<file path="src/rtl/branch_resolve_e.sv">
// rtl/branch_resolve_e.sv - execute-stage branch resolver with 2-bit predictor table and perf counters
module branch_resolve_e #(
    parameter int INDEX_BITS = 6
) (
    input  logic        iClk,
    input  logic        iRstN,
    input  logic [31:0] iPCF,
    output logic        oPredictTakenF,
    input  logic        iBranchE,
    input  logic        iStallE,
    input  logic [31:0] iPCE,
    input  logic        iPredTakenE,
    input  logic        iActualTakenE,
    input  logic [31:0] iTargetE,
    input  logic [31:0] iPCPlus4E,
    output logic        oMispredictE,
    output logic [31:0] oRedirectPCE,
    output logic [31:0] oBranchCount,
    output logic [31:0] oMispredictCount
);

    localparam int ENTRIES = 1 << INDEX_BITS;

    logic [1:0]            predTable [ENTRIES];
    logic [INDEX_BITS-1:0] idxF;
    logic [INDEX_BITS-1:0] idxE;
    logic [1:0]            curEntry;
    logic [1:0]            nextEntry;
    logic                  resolveE;
    logic [31:0]           branchCount;
    logic [31:0]           mispredictCount;

    assign idxF     = iPCF[INDEX_BITS+1:2];
    assign idxE     = iPCE[INDEX_BITS+1:2];
    assign resolveE = iBranchE & ~iStallE;
    assign curEntry = predTable[idxE];

    // Fetch reads registered state only; a same-cycle write from execute is not bypassed.
    assign oPredictTakenF   = predTable[idxF][1];
    assign oBranchCount     = branchCount;
    assign oMispredictCount = mispredictCount;

    always_comb begin
        oMispredictE = 1'b0;
        oRedirectPCE = 32'd0;
        if (resolveE && (iPredTakenE != iActualTakenE)) begin
            oMispredictE = 1'b1;
            oRedirectPCE = iActualTakenE ? iTargetE : iPCPlus4E;
        end
    end

    // Saturating 2-bit step toward the resolved direction.
    always_comb begin
        nextEntry = curEntry;
        if (iActualTakenE) begin
            if (curEntry != 2'b11) nextEntry = curEntry + 2'd1;
        end else begin
            if (curEntry != 2'b00) nextEntry = curEntry - 2'd1;
        end
    end

    always_ff @(posedge iClk or negedge iRstN) begin
        if (!iRstN) begin
            for (int i = 0; i < ENTRIES; i++) begin
                predTable[i[INDEX_BITS-1:0]] <= 2'b01;
            end
            branchCount     <= 32'd0;
            mispredictCount <= 32'd0;
        end else if (resolveE) begin
            predTable[idxE] <= nextEntry;
            branchCount     <= branchCount + 32'd1;
            if (oMispredictE) begin
                mispredictCount <= mispredictCount + 32'd1;
            end
        end
    end

endmodule

</file>
<file path="config.mk">
export PLATFORM = sky130hd
export DESIGN_NAME = branch_resolve_e
export DESIGN_NICKNAME = d
export VERILOG_FILES = /design/src/rtl/branch_resolve_e.sv
export SDC_FILE = /design/constraint.sdc
export NUM_CORES = 1
export LEC_CHECK = 0
export CAP_MARGIN = 20
export CORE_MARGIN = 4
export CORE_UTILIZATION = 40
export DETAILED_ROUTE_END_ITERATION = 16
export PLACE_DENSITY = 0.8
export SETUP_SLACK_MARGIN = 0.02
export SLEW_MARGIN = 20
export SYNTH_ARGS = -nofsm -noshare
export SYNTH_HDL_FRONTEND = slang
export SYNTH_SLANG_ARGS = --single-unit
</file>
<file path="constraint.sdc">
create_clock -name iClk -period 3.6 [get_ports iClk]
set_input_delay 0.72 -clock iClk [delete_from_list [all_inputs] [get_ports iClk]]
set_output_delay 0.72 -clock iClk [all_outputs]
set_load 0.1 [all_outputs]
</file>
-- Yosys cells after proc, flatten, opt, wreduce, memory -nomap -nowiden
Cells that the tools add are included.
- bits in registers: 192
- add/subtract/negate cells: 4
- order comparisons: 3
- eq/ne operators: 2
- mux-type cells: 15
- bitwise operators: 4
- reductions and logical operators: 4
- operators by type and width (cell ; count):
    128-bit bitwise mux ; 1
    32-bit by 1-bit adder with 32-bit output (second input constant) ; 2
    32-bit 2-to-1 mux ; 2
    2-bit binary-select mux with 6-bit select ; 2
    2-bit 2-to-1 mux ; 8
    7-bit >= comparator (second input constant) ; 2
    6-bit NOT with 7-bit output ; 2
    2-bit demux with 6-bit select ; 1
    7-bit by 1-bit < comparator with 1-bit output (second input constant) ; 1
    2-bit by 1-bit adder with 2-bit output (second input constant) ; 1
    1-bit logical AND ; 2
    2-bit != test (second input constant) ; 1
    2-bit AND reduction ; 1
    2-bit nonzero test ; 1
    2-bit by 1-bit subtractor with 2-bit output (second input constant) ; 1
    1-bit bitwise AND ; 1
    1-bit 2-to-1 mux ; 1
    1-bit != test ; 1
    1-bit NOT ; 1

-- Longest topological paths before layout
Gate-level depths: netlist (run 1).
- depth in word-level cells: 8
- depth in mapped cells: 11

-- Worst setup path after synthesis (run 1)
OpenSTA, ideal clock, no wires.
- kind: input-to-output
- start point: in iPCF[2]
- end point: out oPredictTakenF
- arrival: 3.163 ns
- data required time: 2.880 ns
- slack: -0.283 ns
- cell stages on the path: 5
- buffers on the path: 2
- path through: clkbuf_1 buf_2 mux4_2 mux4_2 mux4_2
- longest elaborated chain between the ends: 4
- ends and longest elaborated chain (element ; RTL line ; RTL):
    start, declared ; 7 ; input logic [31:0] iPCF,
    6-bit NOT with 7-bit output (not written as such) ; 39 ; assign oPredictTakenF = predTable[idxF][1];
    2-bit binary-select mux with 6-bit select ; 39 ;
    2-bit 2-to-1 mux (not written as such) (2 in a row) ; 39 ;
    end, declared ; 8 ; output logic oPredictTakenF,
No other way between the ends. The select of a mux whose other input is x is not followed.

-- Final worst setup path (run 1)
Same ends and word-level chain as after synthesis.

==> results.ini, run 1 <==
[run_status]
status=finished clean

[logic_synthesis]
netlist_instances=979
ys_seq_area_share_pct=48.5
synth-async-reset-ratio_pct=100
synth_area_per_cell_um2=10.3
ys_types=58
ys_warn_count=0
yosys_register_bits=192
synth_area_mm2=0.0101
synth_edf_count=0
synthFlopType=dfrtp_1
syn-num-nets=1115

[critical_path]
crit_start=iPCF[2]
crit_end=oPredictTakenF
path_cells=buf_2 > buf_12 > mux4_2 > mux4_2 > mux4_2 > buf_12
crit_fanout=8
ff2ff_setup_slack_ns=1.09
required_ns=2.88
critPathMostFrequentCell=mux4_2
cp_num_cells=6
crit_path_top_delay_cell=mux4_2
worstSetupPathType=in2out
reg2reg_from=oBranchCount[0]$_DFFE_PN0P_
start_kind=input pin
regToRegEndpoint=oBranchCount[28]$_DFFE_PN0P_
crit_path_end_kind=primary output
cp_slowest_stage_delay_ns=0.53
critPathTopFamily=multiplexers
path_buf_inv=3
reg2regPathDepth=9
worstPathArrival_ns=2.81

[timing]
skew_ns=0.0103
setup_slack_ns=0.0656
slew_headroom_pct=31.3
period_needed_ns=3.53
setup_viol=0
fmax_mhz=283
finalHoldViolCount=0
whs_ns=0.333
worstMarginPinSlew_ns=1.03
drv_slew=0
rsz0062_at_grt=false
min_period_over_period_pct=98.2

[cts]
clk_latency_ns=0.43
path_clk_slew_ns=0.07
clk_path_buf_depth=2
cts_hold_buf=0
numCtsBuffers=17
root_buffer=clkbuf_16
cts-htree-levels=4
clock-sinks=192
cts_tree=yes

[route]
firstDrtPassIters=5
antenna_left=0
routedWlPerCell_um=17.5
via_per_inst=5.40
dr_total_vias=8209
first_iter_violations=578
drc=0
routed_wl_um=26600

[pwr]
leakage_nw=5.55
p_per_area_mw_per_mm2=427
ir_drop_mv=0.335

[hold_path]
hold_path_class=in2async

[floorplan]
ioPinCount=232
dieArea_mm2=0.0278
die_x_um=167
start_util_pct=41.0
row_count=57
coreArea_mm2=0.0245
die_h_um=167

[final_layout]
drive_gt1_share_pct=23.8
syn_to_final_growth_pct=33.6
finish.instance_area_mm2=0.0135
layout.nets=1318
final.fill_count=2128
layout_commonest_cell=nand2_1
final-instance-count-excl-fill=1519
layout_common_cells=nand2_1 (248), clkdlybuf4s50_1 (133), dfrtp_1 (128)
diodes=0

[flow_run]
drv_cap=0

[grt]
grt_pass1_vias=8398
overflow=0
grt_max_degree=91
track_usage_pct=19.4
antenna_found_initial=0
grt_pass1_wl_um=43800

[placed_design]
placed_area_mm2=0.0128
routabilityCongestion=0.899
hpwl_um=19900
dp.cells=1485
port_buffers=179
place_ws_ns=-0.326

[metrics by stage]
stage / power [W] / util, % / TNS [ns]
after floorplan: 0.00338 / - / 0
after global placement: 0.00383 / 52.2 / -0.286
after detailed placement: 0.00386 / 52.2 / -0.326
after CTS: 0.00579 / 54.9 / 0
after global routing: 0.00598 / 54.9 / 0
final: 0.00574 / 54.9 / 0
[flip-flops by register name, summed over array words and instances (netlist names)]
name / flops
predTable: 128
oBranchCount: 32
oMispredictCount: 32
[layout make-up]
class	instances	area (um2)	area share, %
Clock inverter	9	135	1.00
Multi-Input combinational cell	731	4870	36.2
Timing Repair Buffer	229	2660	19.8
Inverter	11	41.3	0.307
Tap cell	324	405	3.01
Sequential cell	192	4880	36.3
Clock buffer	23	458	3.40
[routing by layer]
| metal | part of all wire (%) | routed length (um) | GRT usage [%] |
|---|---|---|---|
| met4 | 2.8 | 750 | 6.47 |
| met1 | 39 | 10400 | 24.0 |
| met5 | 0 | 0 | 0 |
| met2 | 50 | 13400 | 33.7 |
| met3 | 7.7 | 2040 | 4.60 |
[cells in the mapped netlist (3+ instances only)]
cell | n | area [um2]
a21oi_1 | 3 | 15.0
a221oi_1 | 7 | 61.3
a22oi_1 | 6 | 45.0
a2bb2oi_1 | 3 | 26.3
and2_1 | 4 | 25.0
and3_1 | 11 | 68.8
and3b_1 | 3 | 26.3
and4_1 | 8 | 70.1
buf_2 | 16 | 80.1
buf_4 | 4 | 30.0
buf_6 | 9 | 101
clkbuf_1 | 13 | 48.8
dfrtp_1 | 128 | 3200
dfstp_2 | 64 | 1680
inv_1 | 11 | 41.3
mux2_2 | 4 | 45.0
mux2i_1 | 49 | 490
mux4_2 | 34 | 766
nand2_1 | 248 | 931
nand2b_1 | 8 | 50.1
nand3_1 | 19 | 95.1
nand4_1 | 15 | 93.8
nor2_1 | 57 | 214
nor2b_1 | 6 | 37.5
nor3_1 | 11 | 55.1
nor4_1 | 3 | 18.8
o21ai_0 | 49 | 245
o21ai_1 | 31 | 155
o21ai_2 | 54 | 473
xnor2_1 | 44 | 385
xor2_1 | 19 | 166
[kinds of logic after synthesis]
| group | Yosys count | synth area share, % |
|---|---|---|
| compound gates | 173 | 11.8 |
| xor+xnor | 63 | 5.48 |
| fa+ha+maj | 4 | 0.472 |
| buf+inv | 56 | 3.12 |
| flops | 192 | 48.5 |
| mux | 88 | 13.0 |
| simple gates | 403 | 17.6 |
[worst min path at each step]
stage	to	depth (start not counted)
2_1_floorplan	oBranchCount[0]$_DFFE_PN0P_	0
3_5_place_dp	predTable[62]$_DFFE_PN1P_	2
5_1_grt	predTable[59]$_DFFE_PN0P_	1
4_1_cts	predTable[33]$_DFFE_PN0P_	1
3_3_place_gp	predTable[82]$_DFFE_PN1P_	2
6_report	predTable[59]$_DFFE_PN0P_	1
[where the power goes]
group          switching [W]  total, W  leakage [nW]  internal (W)
Clock               0.000797   0.00191         0.278       0.00112
Sequential          0.000128   0.00247          2.42       0.00235
Combinational       0.000897   0.00135          2.86      0.000456
[repair_timing]
item / in CTS / in global routing
endpoints found under the hold margin: 0 / 0
buffers inserted: 0 / 0
resized for setup: 7 / 0
endpoints found under the setup margin: 1 / 0
Power figures use the tool's default switching activity.
==> run 2: changes to the inputs <==
--- a/config.mk
+++ b/config.mk
@@ -9,6 +9,7 @@
 export CORE_MARGIN = 4
 export CORE_UTILIZATION = 40
 export DETAILED_ROUTE_END_ITERATION = 16
+export HOLD_SLACK_MARGIN = 0.03
 export PLACE_DENSITY = 0.8
 export SETUP_SLACK_MARGIN = 0.02
 export SLEW_MARGIN = 20
==> results of run 2 <==
The final DEF is identical to that of run 1; final timing and power are the same.
==> variant, RTL diff (settings of run 2) <==
Register the output `oBranchCount` once more, cleared by the reset; this adds one clock of latency there. The other outputs are not delayed to match.
--- a/src/rtl/branch_resolve_e.sv
+++ b/src/rtl/branch_resolve_e.sv
@@ -37,7 +37,13 @@
 
     // Fetch reads registered state only; a same-cycle write from execute is not bypassed.
     assign oPredictTakenF   = predTable[idxF][1];
-    assign oBranchCount     = branchCount;
+    always_ff @(posedge iClk or negedge iRstN) begin
+        if (!iRstN) begin
+            oBranchCount <= '0;
+        end else begin
+            oBranchCount <= branchCount;
+        end
+    end
     assign oMispredictCount = mispredictCount;
 
     always_comb begin
Function: changed (Yosys sat finds a counterexample within 4 cycles, from zero or initial values and one cycle with iRstN low).
==> variant against run 2 <==
- routed wire length grew 8.0%
- via count grew 2.3%
- maximum frequency shrank 0.37%
- first-iteration DRC count shrank 4.5%
- synthesized cell count grew 0.41%
- register-to-register slack lost 0.33 ns
- synthesized area grew 6.6%
- setup slack lost 0.013 ns
- die area grew 6.3%
- design area grew 8.4%
- sequential cell count grew 32
- total power grew 18%
- largest power group unchanged
==> variant: results (changes against run 2) <==
stage,metric,value,unit,change
route,drt_first_iter_violations,552,,-4.5%
logic_synthesis,synth_cells,983,,+0.41%
logic_synthesis,synth_compound_area_share,9.93,%,-1.9 points
route,met3WireLength,1890,um,-7.4%
layout,layout_cell_share_with_drive_strength_beyond_1,25.4,%,+1.6 points
logic_synthesis,synth.distinct_cells,50,,-14%
logic_synthesis,synthMuxAreaShare,13.5,%,+0.49 points
route,avgRoutedWirePerCell,18.3,um,+4.6%
place,hpwl,21100,um,+6.3%
logic_synthesis,synthTopCellsByArea,"dfrtp_1, dfstp_2, nand2_1, mux4_2, mux2i_1",,
sta,tightest_slew,1.07,ns,+0.0392 ns
layout,final_nets,1352,,+2.6%
logic_synthesis,synthAdderAreaFrac,0.454,%,-0.018 points
power_and_ir_drop,powerComb,1.41,mW,+4%
clock_tree,clock_latency,0.52,ns,+0.09 ns
clock_tree,ctsLongestPathBuffers,3,,+1
global_route,grt_usage,19.5,%,+0.038 points
logic_synthesis,yosysWarnings,0,,unchanged
power_and_ir_drop,pwr-share-seq,42.3,%,-0.8 points
power_and_ir_drop,power_report.internal_total,4.73,mW,+21%
place,place_ws,-0.330,ns,-0.00378 ns
logic_synthesis,synth_seq_area_share,52.9,%,+4.4 points
clock_tree,cts_made_buffers,24,,+7
power_and_ir_drop,max_rail_drop_vdd,0.470,mV,+41%
critical_path,crit-reg2reg-capture,predTable[32],,
logic_synthesis,synth_common_cells,"nand2_1, dfrtp_1, o21ai_0",,
power_and_ir_drop,leakage,6.21,nW,+12%
sta,fin_skew,0.0285,ns,+0.0182 ns
global_route,gr-usage-met2,33.8,%,+0.090 points
global_route,first_pass_grt_wire_length,46200,um,+5.4%
route,dr.pass1.iters,6,,+1
route,routedLengthMet1,10800,um,+4.3%
place,place_congestion,0.875,,-2.7%
route,vias,8400,,+2.3%
critical_path,worst_ep_arrival_time,2.83,ns,+0.02 ns
critical_path,r2r_start,predTable[44],,
run_status,outcome,"complete, no violations",,
power_and_ir_drop,power_share_of_the_clock_group,36.9,%,+3.6 points
global_route,gr-usage-met3,3.54,%,-1.1 points
sta,holdWs,0.212,ns,-0.121 ns
route,totalWireLength,28700,um,+8.0%
place,placed_cells,1523,,+2.6%
place,placedInstanceArea,0.0137,mm2,+7.0%
global_route,globalRouteMet1Util,23.8,%,-0.13 points
run,max_cap_violations,0,,unchanged
critical_path,reg2reg_slack,0.76,ns,-0.33 ns
sta,period_share,98.5,%,+0.37 points
critical_path,r2r_cells,8,,-1
global_route,number_of_global_route_vias_before_repair,8901,,+6.0%
route,met2WireLength,14700,um,+9.9%
clock_tree,htreeDepth,1,,-3
logic_synthesis,xor_xnor_cell_area_share_of_the_yosys_netlist,5.14,%,-0.34 points
[variant: cell types whose count changed in the layout (fill, tap and decap cells not counted), sizes merged, moves of 5 or more]
cell,delta
mux2,+8
nand3,+6
nor2,-7
xor2,-6
xnor2,+6
clkbuf,+10
inv,-9
buf,+20
a221oi,-5
nand2,-17
dfrtp,+32
clkinv,+8
[variant: timing repair]
item                       4_1_cts  5_1_grt
cloned                           2        0
setup endpoints to repair        1       48
resized for setup                7        5
hold buffers                     0        0
[variant: area by class of cell]
type / instances / area [um2]
Timing Repair Buffer: 254 / 2880
Clock inverter: 11 / 109
Tap cell: 335 / 419
Sequential cell: 224 / 5690
Multi-Input combinational cell: 708 / 4790
Inverter: 4 / 15.0
Fill cell: 2105 / 11600
Clock buffer: 33 / 706
[variant: worst max-delay path: stages]
cell	delay [ns]
clkbuf_4	0.17
buf_12	0.15
mux4_2	0.54
mux4_2	0.50
mux4_2	0.54
buf_12	0.19
